<file path="config.mk">
export PLATFORM = sky130hd
export DESIGN_NAME = mem_stream_reader
export DESIGN_NICKNAME = d
export VERILOG_FILES = /design/src/rtl/mem_stream_reader.sv
export SDC_FILE = /design/constraint.sdc
export NUM_CORES = 1
export LEC_CHECK = 0
export ABC_AREA = 1
export CELL_PAD_IN_SITES_DETAIL_PLACEMENT = 0
export CELL_PAD_IN_SITES_GLOBAL_PLACEMENT = 2
export CORE_UTILIZATION = 27
export DETAILED_ROUTE_END_ITERATION = 6
export PLACE_DENSITY = 0.83
export SLEW_MARGIN = 10
export SYNTH_ARGS = -nofsm -noshare
export SYNTH_HDL_FRONTEND = slang
export SYNTH_SLANG_ARGS = --single-unit
</file>
<file path="constraint.sdc">
create_clock -name clock -period 5.7 [get_ports clock]
set_input_delay 1.14 -clock clock [delete_from_list [all_inputs] [get_ports clock]]
set_output_delay 1.14 -clock clock [all_outputs]
set_load 0.01 [all_outputs]
</file>
<file path="src/rtl/mem_stream_reader.sv">
// mem_stream_reader: walks a wrapping address range two words per cycle and streams packed beats over valid/ready.
module mem_stream_reader #(
  parameter int ADDR_SIZE = 4,
  parameter int BYTE_SIZE = 8
) (
  input  logic                   clock,
  input  logic                   reset_n,
  input  logic                   start,
  input  logic [ADDR_SIZE-1:0]   base,
  input  logic [ADDR_SIZE:0]     count,
  output logic                   busy,
  output logic                   done,
  output logic [ADDR_SIZE-1:0]   raddr1,
  input  logic [BYTE_SIZE-1:0]   rdata1,
  output logic [ADDR_SIZE-1:0]   raddr2,
  input  logic [BYTE_SIZE-1:0]   rdata2,
  output logic                   out_valid,
  input  logic                   out_ready,
  output logic [2*BYTE_SIZE-1:0] out_data,
  output logic [1:0]             out_mask,
  output logic                   out_last
);
  typedef enum logic [1:0] {IDLE, RUN, DRAIN, FIN} state_t;
  localparam logic [ADDR_SIZE:0] ONE = 1;
  localparam logic [ADDR_SIZE:0] TWO = 2;
  state_t               state;
  logic [ADDR_SIZE-1:0] ptr;
  logic [ADDR_SIZE:0]   rem;
  logic                 two;
  logic                 last;
  assign raddr1 = ptr;
  assign raddr2 = ptr + ADDR_SIZE'(1);
  assign two    = rem >= TWO;
  assign last   = rem <= TWO;
  always_ff @(posedge clock or negedge reset_n)
    if (!reset_n) begin
      state     <= IDLE;
      ptr       <= '0;
      rem       <= '0;
      busy      <= 1'b0;
      done      <= 1'b0;
      out_valid <= 1'b0;
      out_data  <= '0;
      out_mask  <= '0;
      out_last  <= 1'b0;
    end else begin
      done <= 1'b0;
      case (state)
        IDLE: if (start) begin
          ptr   <= base;
          rem   <= count;
          busy  <= 1'b1;
          done  <= count == '0;
          state <= count != '0 ? RUN : FIN;
        end
        RUN: if (!out_valid || out_ready) begin
          out_valid <= 1'b1;
          out_data  <= {two ? rdata2 : '0, rdata1};
          out_mask  <= two ? 2'b11 : 2'b01;
          out_last  <= last;
          ptr       <= ptr + ADDR_SIZE'(2);
          rem       <= rem - (two ? TWO : ONE);
          if (last) state <= DRAIN;
        end
        DRAIN: if (out_valid && out_ready) begin
          out_valid <= 1'b0;
          done      <= 1'b1;
          state     <= FIN;
        end
        FIN: begin
          busy  <= 1'b0;
          state <= IDLE;
        end
      endcase
    end
endmodule
</file>
==> results by group, run 1 <==
Clock network
  – Post-CTS Setup Inserts: 0
  – Worst-Skew Late Latency: 0.28 ns
  – Clk pin slew, worst setup/hold paths: ~0.07 ns
  – Cts hold-fix bufs: 0
  – TritonCTS clock tree: done
  – CTS buffer count: 5
  – Post_cts resized: 0
  – Root Driver: clkbuf_8
  – Clock sinks: 33
  – Total number of H-tree levels: 2
  – Clock buffer depth: 2

Setup path
  – Crit path max fanout: 5
  – Crit Path Category: flip-flop to output pin
  – Worst Setup Start Kind: flip-flop
  – Worst path arrival time: around 1.8 ns
  – Critical Path End Type: output pin
  – Required @ worst endpoint: 4.56 ns

Global routing
  – First-pass GRT wire length: 7.20 mm
  – GR Overflow Total: 0
  – Initial antenna violation count: 0
  – Largest net degree at the start of global routing: 34
  – Vias in the first global route: between 1000 and 1500
  – Total GRT Usage: roughly 14%

Timing
  – Worst Tran Pin Value: around 0.61 ns
  – RSZ-0062 raised after global routing: no
  – Clk_skew: roughly 0.0066 ns
  – Headroom to the max-slew limit: between 50% and 60%
  – Final setup vio count: 0
  – Total Neg Setup Slack: 0 ns
  – Tcrit/Tclk final: between 50% and 60%
  – Max-slew violations: 0
  – Hold slack: 0.478 ns
  – Clock period minus worst slack: around 2.9 ns
  – Fin. Hold Viols: 0
  – Max Freq: 0.345 GHz

Place
  – DP HPWL: 3.16 mm
  – RD Place Congestion: slightly below 0.8
  – Post-Place Cell Area: roughly 2400 µm²
  – Port-buffer cells: 58

Yosys
  – Main combinational cell family by area after synthesis: simple AND/OR/NAND/NOR gates
  – Predominant post-synthesis flop cell: dfrtp_1
  – Mapped Nets: 258
  – Synth Area in Adders: 7.58%
  – Post-synthesis cell count: approximately 220
  – Area contributors post-synth: dfrtp_1 47%, nand2_1 20%, ha_1 6.4%
  – Synth cell types: 23
  – Area share of the largest cell type after synthesis: between 40% and 50%
  – Ys Warns: 0
  – Average cell area after synthesis: 7.99 µm²
  – EDFF count, synth: 0
  – Fraction of the mapped netlist area in compound gates: 4.93%
  – Area share of xor/xnor cells in the synthesized design: roughly 1.0%
  – Synth Register Bits: 33
  – Cell taking the most area after synthesis: dfrtp_1
  – Netlist Area Pre-Place: 1750 µm²
  – Fraction of registers with async set/reset: 100%
  – Multiplexer area fraction after synthesis: 0%
  – Seq/Total Area, Yosys: 47.2%
  – Post-synthesis simple-gate area fraction: between 30 and 40%

Layout
  – Diode count: 0
  – Multi-input gate area: between 700 and 800 µm²
  – Commonest non-fill, non-tap cells in the layout: 92 x nand2_1, 58 x clkdlybuf4s50_1, 33 x dfrtp_1, 23 x inv_1, 17 x nand3_1
  – Final core utilization: between 40% and 50%
  – FILL cells: 644
  – Register area: ~830 µm²
  – Commonest non-fill, non-tap cell in the layout: nand2_1
  – Area grow syn2layout: 41.0%
  – Final net count: roughly 320
  – Share of cells above drive strength 1: 5.34%
  – Post-layout instance area: between 2000 and 2500 µm²

Floorplanning
  – Die area: ~6800 µm²
  – Starting Density: 28.7%
  – Core ar.: between 6000 and 7000 µm²
  – Die X: around 83 µm
  – Row cnt: 28
  – Ports: 59
  – Die H: between 80 and 90 µm

Pwr
  – Pwr Density: 543 nW/µm²
  – Max VDD drop: around 0.19 mV
  – Power, Total: between 1 and 1.5 mW
  – Pleak: 1.25 nW

Routing
  – DR pass1 iterations: 4
  – DRT antenna net count: 0
  – Residual DRC: 0
  – Drt initial violations: 73
  – WL/cell: 12.2 µm
  – DR vias/cell: roughly 4.2
  – Final wirelength: ~4.3 mm
  – Via count: approximately 1500

Worst hold path
  – Worst min path class: flip-flop to flip-flop

Status
  – Outcome: finished, final reports clean

Run
  – Max-Cap Viols: 0
[sequential cells by signal (all words and copies together) (netlist names)]
register / flops
raddr1: 4
done: 1
rem: 5
out_last: 1
busy: 1
out_mask: 2
state: 2
out_valid: 1
out_data: 16
[logic make-up after synthesis]
logic type               count (synthesis)
AND/OR/NAND/NOR                        127
flip-flops                              33
buffers and inverters                   30
AO/OA/AOI/OAI                           17
adder cells (fa/ha/maj)                 10
XOR/XNOR                                 2
[metrics by stage]
stage          worst slack, ns  instances
2_1_floorplan             3.50        219
3_3_place_gp              3.11        348
3_5_place_dp              3.10        348
4_1_cts                   2.78        356
5_1_grt                   2.68        356
6_report                  2.80        356
[metal layers]
metal,global-route usage (%),part of all wire (%)
met3,2.97,2.4
met2,21.1,47
met1,20.9,49
met4,4.14,0.79
met5,0,0
[critical path: stages (launching register included)]
cell and delay (ns):
dfrtp_1 0.42, ha_1 0.23, xnor2_1 0.14, o21ai_0 0.14
clkdlybuf4s50_1 0.55
[cells in the mapped netlist, types with 2 or more instances]
library cell,n
dfrtp_1,33
ha_1,9
buf_6,3
a21oi_1,2
nand3_4,2
nor2_1,10
nand4_1,2
nand2_1,92
o21ai_1,4
nand3_1,17
inv_1,23
o21ai_0,10
nand2_2,2
[where the power goes]
group	internal, mW	switching [mW]	leakage (nW)	total [mW]
registers	0.341	0.0757	0.405	0.416
clock network	0.0846	0.0841	0.0450	0.169
logic	0.343	0.411	0.795	0.754
total	0.769	0.571	1.25	1.34
[worst paths after layout]
path / cells past startpoint / startpoint / slack, ns / to
max in group asynchronous: 2 / reset_n / 4.11 / raddr1[2]
min: 2 / out_data[1] / 0.48 / out_data[1]
min reg2reg: 2 / out_data[1] / 0.48 / out_data[1]
max: 4 / raddr1[1] / 2.80 / raddr2[3]
min in group asynchronous: 2 / reset_n / 1.27 / out_data[6]
max reg2reg: 14 / rem[2] / 3.39 / rem[2]
[area by class of cell]
type / instances / share of cell area [%]
well taps: 75 / 3.80
clock buffers: 6 / 2.94
clock inverters: 2 / 0.405
flip-flops and latches: 33 / 33.5
multi-input cells: 156 / 31.7
inverters: 25 / 3.90
repair buffers: 59 / 23.8
Note: power is estimated with default switching activity, not from simulation.
==> inputs of run 2 (changes only) <==
CORE_UTILIZATION = 25   (was 27)
PLACE_DENSITY = 0.78   (was 0.83)
clock period = 2.9 ns   (was 5.7 ns; I/O delays follow)
==> run 2 against run 1 <==
Compared with the run above: utilization down 3.2 points; highest routed layer unchanged; worst hold slack worse by 0.00095 ns; critical path type unchanged; non-clock buffer count grew 1; combinational power rose by 98%; clock power grew to 2.6 times the previous value.
==> results by group, run 2 (same netlist as run 1, synthesis figures left out) <==
Status
  – Outcome: finished, final reports clean

Place
  – DP HPWL: 3.08 mm (-2.4%)
  – RD Place Congestion: 0.744 (-3.5%)
  – Port-buffer cells: 58 (unchanged)
  – Post-Place Cell Area: 2420 µm² (+1.4%)

Layout
  – Post-layout instance area: 2530 µm² (+2.7%)
  – Final net count: 320 (+0.31%)
  – Commonest non-fill, non-tap cells in the layout: 92 x nand2_1, 58 x clkdlybuf4s50_1, 33 x dfrtp_1, 23 x inv_1, 17 x nand3_1
  – Area grow syn2layout: 44.8%
  – Diode count: 0 (unchanged)
  – Commonest non-fill, non-tap cell in the layout: nand2_1
  – Share of cells above drive strength 1: 6.03% (+0.69 points)
  – Max reg flops: 16 (unchanged)
  – Top reg by flops: out_data

Worst hold path
  – Worst Hold Depth: 1 (-1)
  – End of the worst hold path: out_mask[0]
  – Min-delay src: out_mask[0]
  – Worst min path class: flip-flop to flip-flop

Timing
  – Worst Tran Pin Value: 0.428 ns (-0.187 ns)
  – Clk_skew: 0.0104 ns (+0.00375 ns)
  – Total Neg Setup Slack: 0 ns (unchanged)
  – Tcrit/Tclk final: approximately four fifths
  – Final setup vio count: 0 (unchanged)
  – Headroom to the max-slew limit: 71.5% (+12 points)
  – Max-slew violations: 0 (unchanged)
  – Fin. Hold Viols: 0 (unchanged)
  – RSZ-0062 raised after global routing: no
  – Max Freq: approximately 0.43 GHz
  – Clock period minus worst slack: around 2.4 ns

Setup path
  – Worst R2R Start: rem[2]
  – FF-to-FF End: rem[2]
  – Reg2Reg Depth: 14 (unchanged)
  – Worst Setup Start Kind: flip-flop
  – Crit path max fanout: 5 (unchanged)
  – Critical Path End Type: output pin
  – Worst path arrival time: 1.77 ns (about the same)
  – Flop2flop setup slack: 0.71 ns (-2.68 ns)
  – Required @ worst endpoint: 2.32 ns (-2.24 ns)
  – Crit Path Category: flip-flop to output pin

Global routing
  – First-pass GRT wire length: 7.18 mm (-0.29%)
  – Initial antenna violation count: 0 (unchanged)
  – GR Overflow Total: 0 (unchanged)
  – Total GRT Usage: 12.7% (-1.6 points)
  – Vias in the first global route: 1528 (+3.4%)
  – Largest net degree at the start of global routing: 34 (unchanged)

Routing
  – DRT antenna net count: 0 (unchanged)
  – Drt initial violations: 83 (+14%)
  – Via count: 1511 (+0.47%)
  – Residual DRC: 0 (unchanged)
  – DR pass1 iterations: 4 (unchanged)
  – DR vias/cell: 4.00 (-5.4%)
  – Final wirelength: 4.23 mm (-2.2%)
  – WL/cell: 11.2 µm (-7.9%)

Clock network
  – Cts hold-fix bufs: 0 (unchanged)
  – Post_cts resized: 0 (unchanged)
  – Root Driver: clkbuf_8
  – Worst-Skew Late Latency: 0.29 ns (about the same)
  – Total number of H-tree levels: 2 (unchanged)
  – Post-CTS Setup Inserts: 0 (unchanged)
  – Clock buffer depth: 2 (unchanged)
  – CTS buffer count: 5 (unchanged)
  – Clk pin slew, worst setup/hold paths: 0.07 ns (about the same)
  – Clock sinks: 33 (unchanged)
  – TritonCTS clock tree: done

Run
  – Max-Cap Viols: 0 (unchanged)

Floorplanning
  – Die area: 7340 µm² (+7.8%)
  – Row cnt: 30 (+7.1%)
  – Starting Density: 25.8% (-3.0 points)
  – Ports: 59 (unchanged)
  – Die H: 85.7 µm (+3.8%)
  – Core ar.: 6790 µm² (+11%)
  – Die X: 85.7 µm (+3.8%)

Pwr
  – Max VDD drop: 0.404 mV (+120%)
  – Pleak: 1.26 nW (+1.2%)
  – Pwr Density: 1090 nW/µm² (+100%)
-- run 2: cell types whose count changed in the layout (fill, tap and decap cells not counted) --
| cell | change |
|---|---|
| buf_4 | +1 |
| bufinv_16 | +1 |
| clkinv_2 | -2 |
| clkinv_4 | +1 |
| clkbuf_1 | -1 |
| clkinvlp_4 | +1 |
-- run 2: how the worst max path moves through the flow --
stage                         start   endpoint  cells past startpoint
after floorplan              rem[2]     rem[2]                     14
after global placement       rem[2]     rem[2]                     14
after detailed placement     rem[2]     rem[2]                     14
after CTS                 raddr1[1]  raddr2[3]                      4
after global routing         rem[2]     rem[2]                     14
final                     raddr1[1]  raddr2[3]                      4
-- run 2: per-stage QoR --
stage	power (mW)	setup slack (ns)	cells	utilization (%)	hold slack (ns)
6_report	2.75	0.549	378	37.3	0.477
5_1_grt	3.02	0.388	378	37.3	0.504
4_1_cts	2.80	0.522	378	37.3	0.476
3_5_place_dp	2.34	0.705	370	35.6	0.452
3_3_place_gp	2.35	0.770	370	35.6	0.452
2_1_floorplan	1.73	0.932	219	-	0.284
-- run 2: metal layers --
metal  track usage, %  vias to the layer above  wire (µm)
li1                 -                      801          -
met1             15.8                      685       2030
met2             20.8                       21       2040
met3             3.46                        4        117
met4             5.00                        0         46
met5                0                        -          0
-- run 2: cell type report --
class	count	area [µm²]
flip-flops and latches	33	826
clock buffers	5	68.8
multi-input cells	156	782
repair buffers	60	596
well taps	96	120
clock inverters	3	46.3
inverters	25	96.3
fillers	707	4260
-- run 2: power by group --
part	leakage (nW)	switching (mW)	internal [mW]
sequential	0.405	0.148	0.669
clock	0.0543	0.189	0.257
combinational	0.800	0.806	0.681
total	1.26	1.14	1.61
-- run 2: critical path: stages, from the launching register on --
cell and delay [ns]:
dfrtp_1 0.42, ha_1 0.23, xnor2_1 0.13, o21ai_0 0.15
clkdlybuf4s50_1 0.55
==> inputs of run 3 (changes only) <==
clock period = 2.2 ns   (was 2.9 ns; I/O delays follow)
==> run 3 against run 2 <==
Compared with the run above: combinational power rose by 35%; sequential power increased by 32%; total power is 34% higher; wire length increased by 3.1%; final area up 0.89%; global-route usage increased by 0.39 points; worst setup slack got worse by 0.40 ns; clock skew down 0.0048 ns; first-iteration DRC count fell by 24%; register-to-register slack worse by 0.43 ns; worst hold slack got worse by 0.0053 ns; largest cell class unchanged; sequential share of layout area down 0.29 points.
==> results by group, run 3 (same netlist as run 1, synthesis figures left out) <==
Layout
  – Final net count: 323 (+0.94%)
  – Diode count: 0 (unchanged)
  – Post-Layout Cell Count: 381 (+0.79%)
  – Commonest non-fill, non-tap cell in the layout: nand2_1
  – Top reg by flops: out_data
  – Area grow syn2layout: 46.1%
  – Final core utilization: 37.6% (+0.33 points)
  – FILL cells: 715 (+1.1%)
  – Max reg flops: 16 (unchanged)
  – Share of cells above drive strength 1: 7.02% (+0.99 points)
  – Commonest non-fill, non-tap cells in the layout: 92 x nand2_1, 57 x clkdlybuf4s50_1, 33 x dfrtp_1, 22 x inv_1, 17 x nand3_1

Place
  – Dpl cells: 373 (+0.81%)
  – DP HPWL: 3.16 mm (+2.5%)
  – Port-buffer cells: 58 (unchanged)
  – RD Place Congestion: 0.749 (+0.73%)

Setup path
  – Worst Setup Start Kind: flip-flop
  – Required @ worst endpoint: 1.76 ns (-0.56 ns)
  – Crit path max fanout: 5 (unchanged)
  – Worst path arrival time: 1.61 ns (-0.16 ns)
  – Crit Path Category: flip-flop to output pin
  – Critical Path End Type: output pin

Clock network
  – Worst-Skew Late Latency: 0.28 ns (about the same)
  – Clk pin slew, worst setup/hold paths: 0.07 ns (about the same)
  – Post-CTS Setup Inserts: 0 (unchanged)
  – Root Driver: clkbuf_8
  – Total number of H-tree levels: 2 (unchanged)
  – Cts hold-fix bufs: 0 (unchanged)
  – Clock buffer depth: 2 (unchanged)
  – CTS buffer count: 5 (unchanged)
  – TritonCTS clock tree: done
  – Clock sinks: 33 (unchanged)

Global routing
  – Largest net degree at the start of global routing: 34 (unchanged)
  – GR Overflow Total: 0 (unchanged)
  – Vias in the first global route: 1480 (-3.1%)
  – First-pass GRT wire length: 7.29 mm (+1.5%)
  – Total GRT Usage: 13.1% (+0.39 points)
  – Initial antenna violation count: 0 (unchanged)

Pwr
  – Max VDD drop: 0.447 mV (+11%)
  – Pwr Density: 1440 nW/µm² (+33%)
  – Pleak: 1.28 nW (+1.6%)

Routing
  – DR vias/cell: 4.13 (+3.3%)
  – Residual DRC: 0 (unchanged)
  – DR pass1 iterations: 4 (unchanged)
  – DRT antenna net count: 0 (unchanged)
  – WL/cell: 11.5 µm (+2.3%)
  – Final wirelength: 4.36 mm (+3.1%)
  – Drt initial violations: 63 (-24%)
  – Via count: 1574 (+4.2%)

Floorplanning
  – Core ar.: 6790 µm² (unchanged)
  – Die X: 85.7 µm (unchanged)
  – Die area: 7340 µm² (unchanged)
  – Die H: 85.7 µm (unchanged)
  – Starting Density: 25.8% (unchanged)
  – Ports: 59 (unchanged)
  – Row cnt: 30 (unchanged)

Timing
  – Clk_skew: 0.00560 ns (-0.00476 ns)
  – Tcrit/Tclk final: 93.2%
  – Max-slew violations: 0 (unchanged)
  – Total Neg Setup Slack: 0 ns (unchanged)
  – Hold slack: 0.472 ns (-0.00525 ns)
  – RSZ-0062 raised after global routing: no
  – Headroom to the max-slew limit: 71.2% (-0.26 points)
  – Final setup vio count: 0 (unchanged)
  – Fin. Hold Viols: 0 (unchanged)
  – Clock period minus worst slack: between 2 and 2.5 ns
  – Worst Tran Pin Value: 0.432 ns (+0.00385 ns)
  – Max Freq: just under 0.5 GHz

Status
  – Outcome: finished, final reports clean

Worst hold path
  – Worst min path class: flip-flop to flip-flop

Run
  – Max-Cap Viols: 0 (unchanged)
-- run 3: changes by cell type in the layout (fill, tap and decap cells not counted), sizes merged --
cell	change
clkdlybuf4s50	-1
clkinvlp	-1
buf	+3
clkbuf	+2
dlygate4sd2	+1
clkinv	-1
-- run 3: per-stage QoR --
step / worst slack (ns) / total power, mW / area, µm²
after detailed placement: 0.257 / 3.13 / 2440
final: 0.149 / 3.69 / 2560
after floorplan: 0.232 / 2.28 / 1750
after CTS: 0.130 / 3.76 / 2560
after global placement: 0.273 / 3.15 / 2440
after global routing: 0.0250 / 4.05 / 2560
-- run 3: what timing repair did --
item                                    CTS  global route
endpoints found under the setup margin    1             1
hold endpoints to repair                  0             0
resized for setup                         1             1
-- run 3: report_power, final --
group          internal, mW  total, mW  switching [mW]  leakage [nW]
clock                 0.369      0.601           0.232        0.0585
combinational         0.930       2.01            1.08         0.816
sequential            0.883       1.08           0.196         0.405
total                  2.18       3.69            1.51          1.28
-- run 3: final timing paths --
| check | from | to | slack (ns) | depth (start not counted) |
|---|---|---|---|---|
| max | raddr1[1] | raddr2[2] | 0.15 | 3 |
| min in group asynchronous | reset_n | out_data[10] | 0.57 | 2 |
| min reg2reg | out_mask[0] | out_mask[0] | 0.47 | 1 |
| max in group asynchronous | reset_n | busy | 1.32 | 2 |
| min | out_mask[0] | out_mask[0] | 0.47 | 1 |
| max reg2reg | rem[2] | rem[2] | 0.28 | 14 |
-- run 3: layer usage --
metal | vias up | global-route usage [%] | routed length (µm)
li1 | 807 | - | -
met1 | 742 | 17.8 | 2110
met2 | 23 | 20.1 | 2100
met3 | 2 | 3.37 | 118
met4 | 0 | 4.55 | 36
met5 | - | 0 | 0
-- run 3: cell type report --
cell class / count / area, µm² / area share, %
multi-input combinational: 156 / 782 / 30.6
clock buffer: 7 / 86.3 / 3.38
sequential: 33 / 826 / 32.3
timing repair buffer: 63 / 617 / 24.1
clock inverter: 1 / 30.0 / 1.17
tap: 96 / 120 / 4.70
inverter: 25 / 96.3 / 3.77
-- run 3: worst max-delay path, stage by stage (launching register included) --
cell and delay, ns:
dfrtp_1 0.42, ha_1 0.20, xor2_1 0.15, clkdlybuf4s50_1 0.55
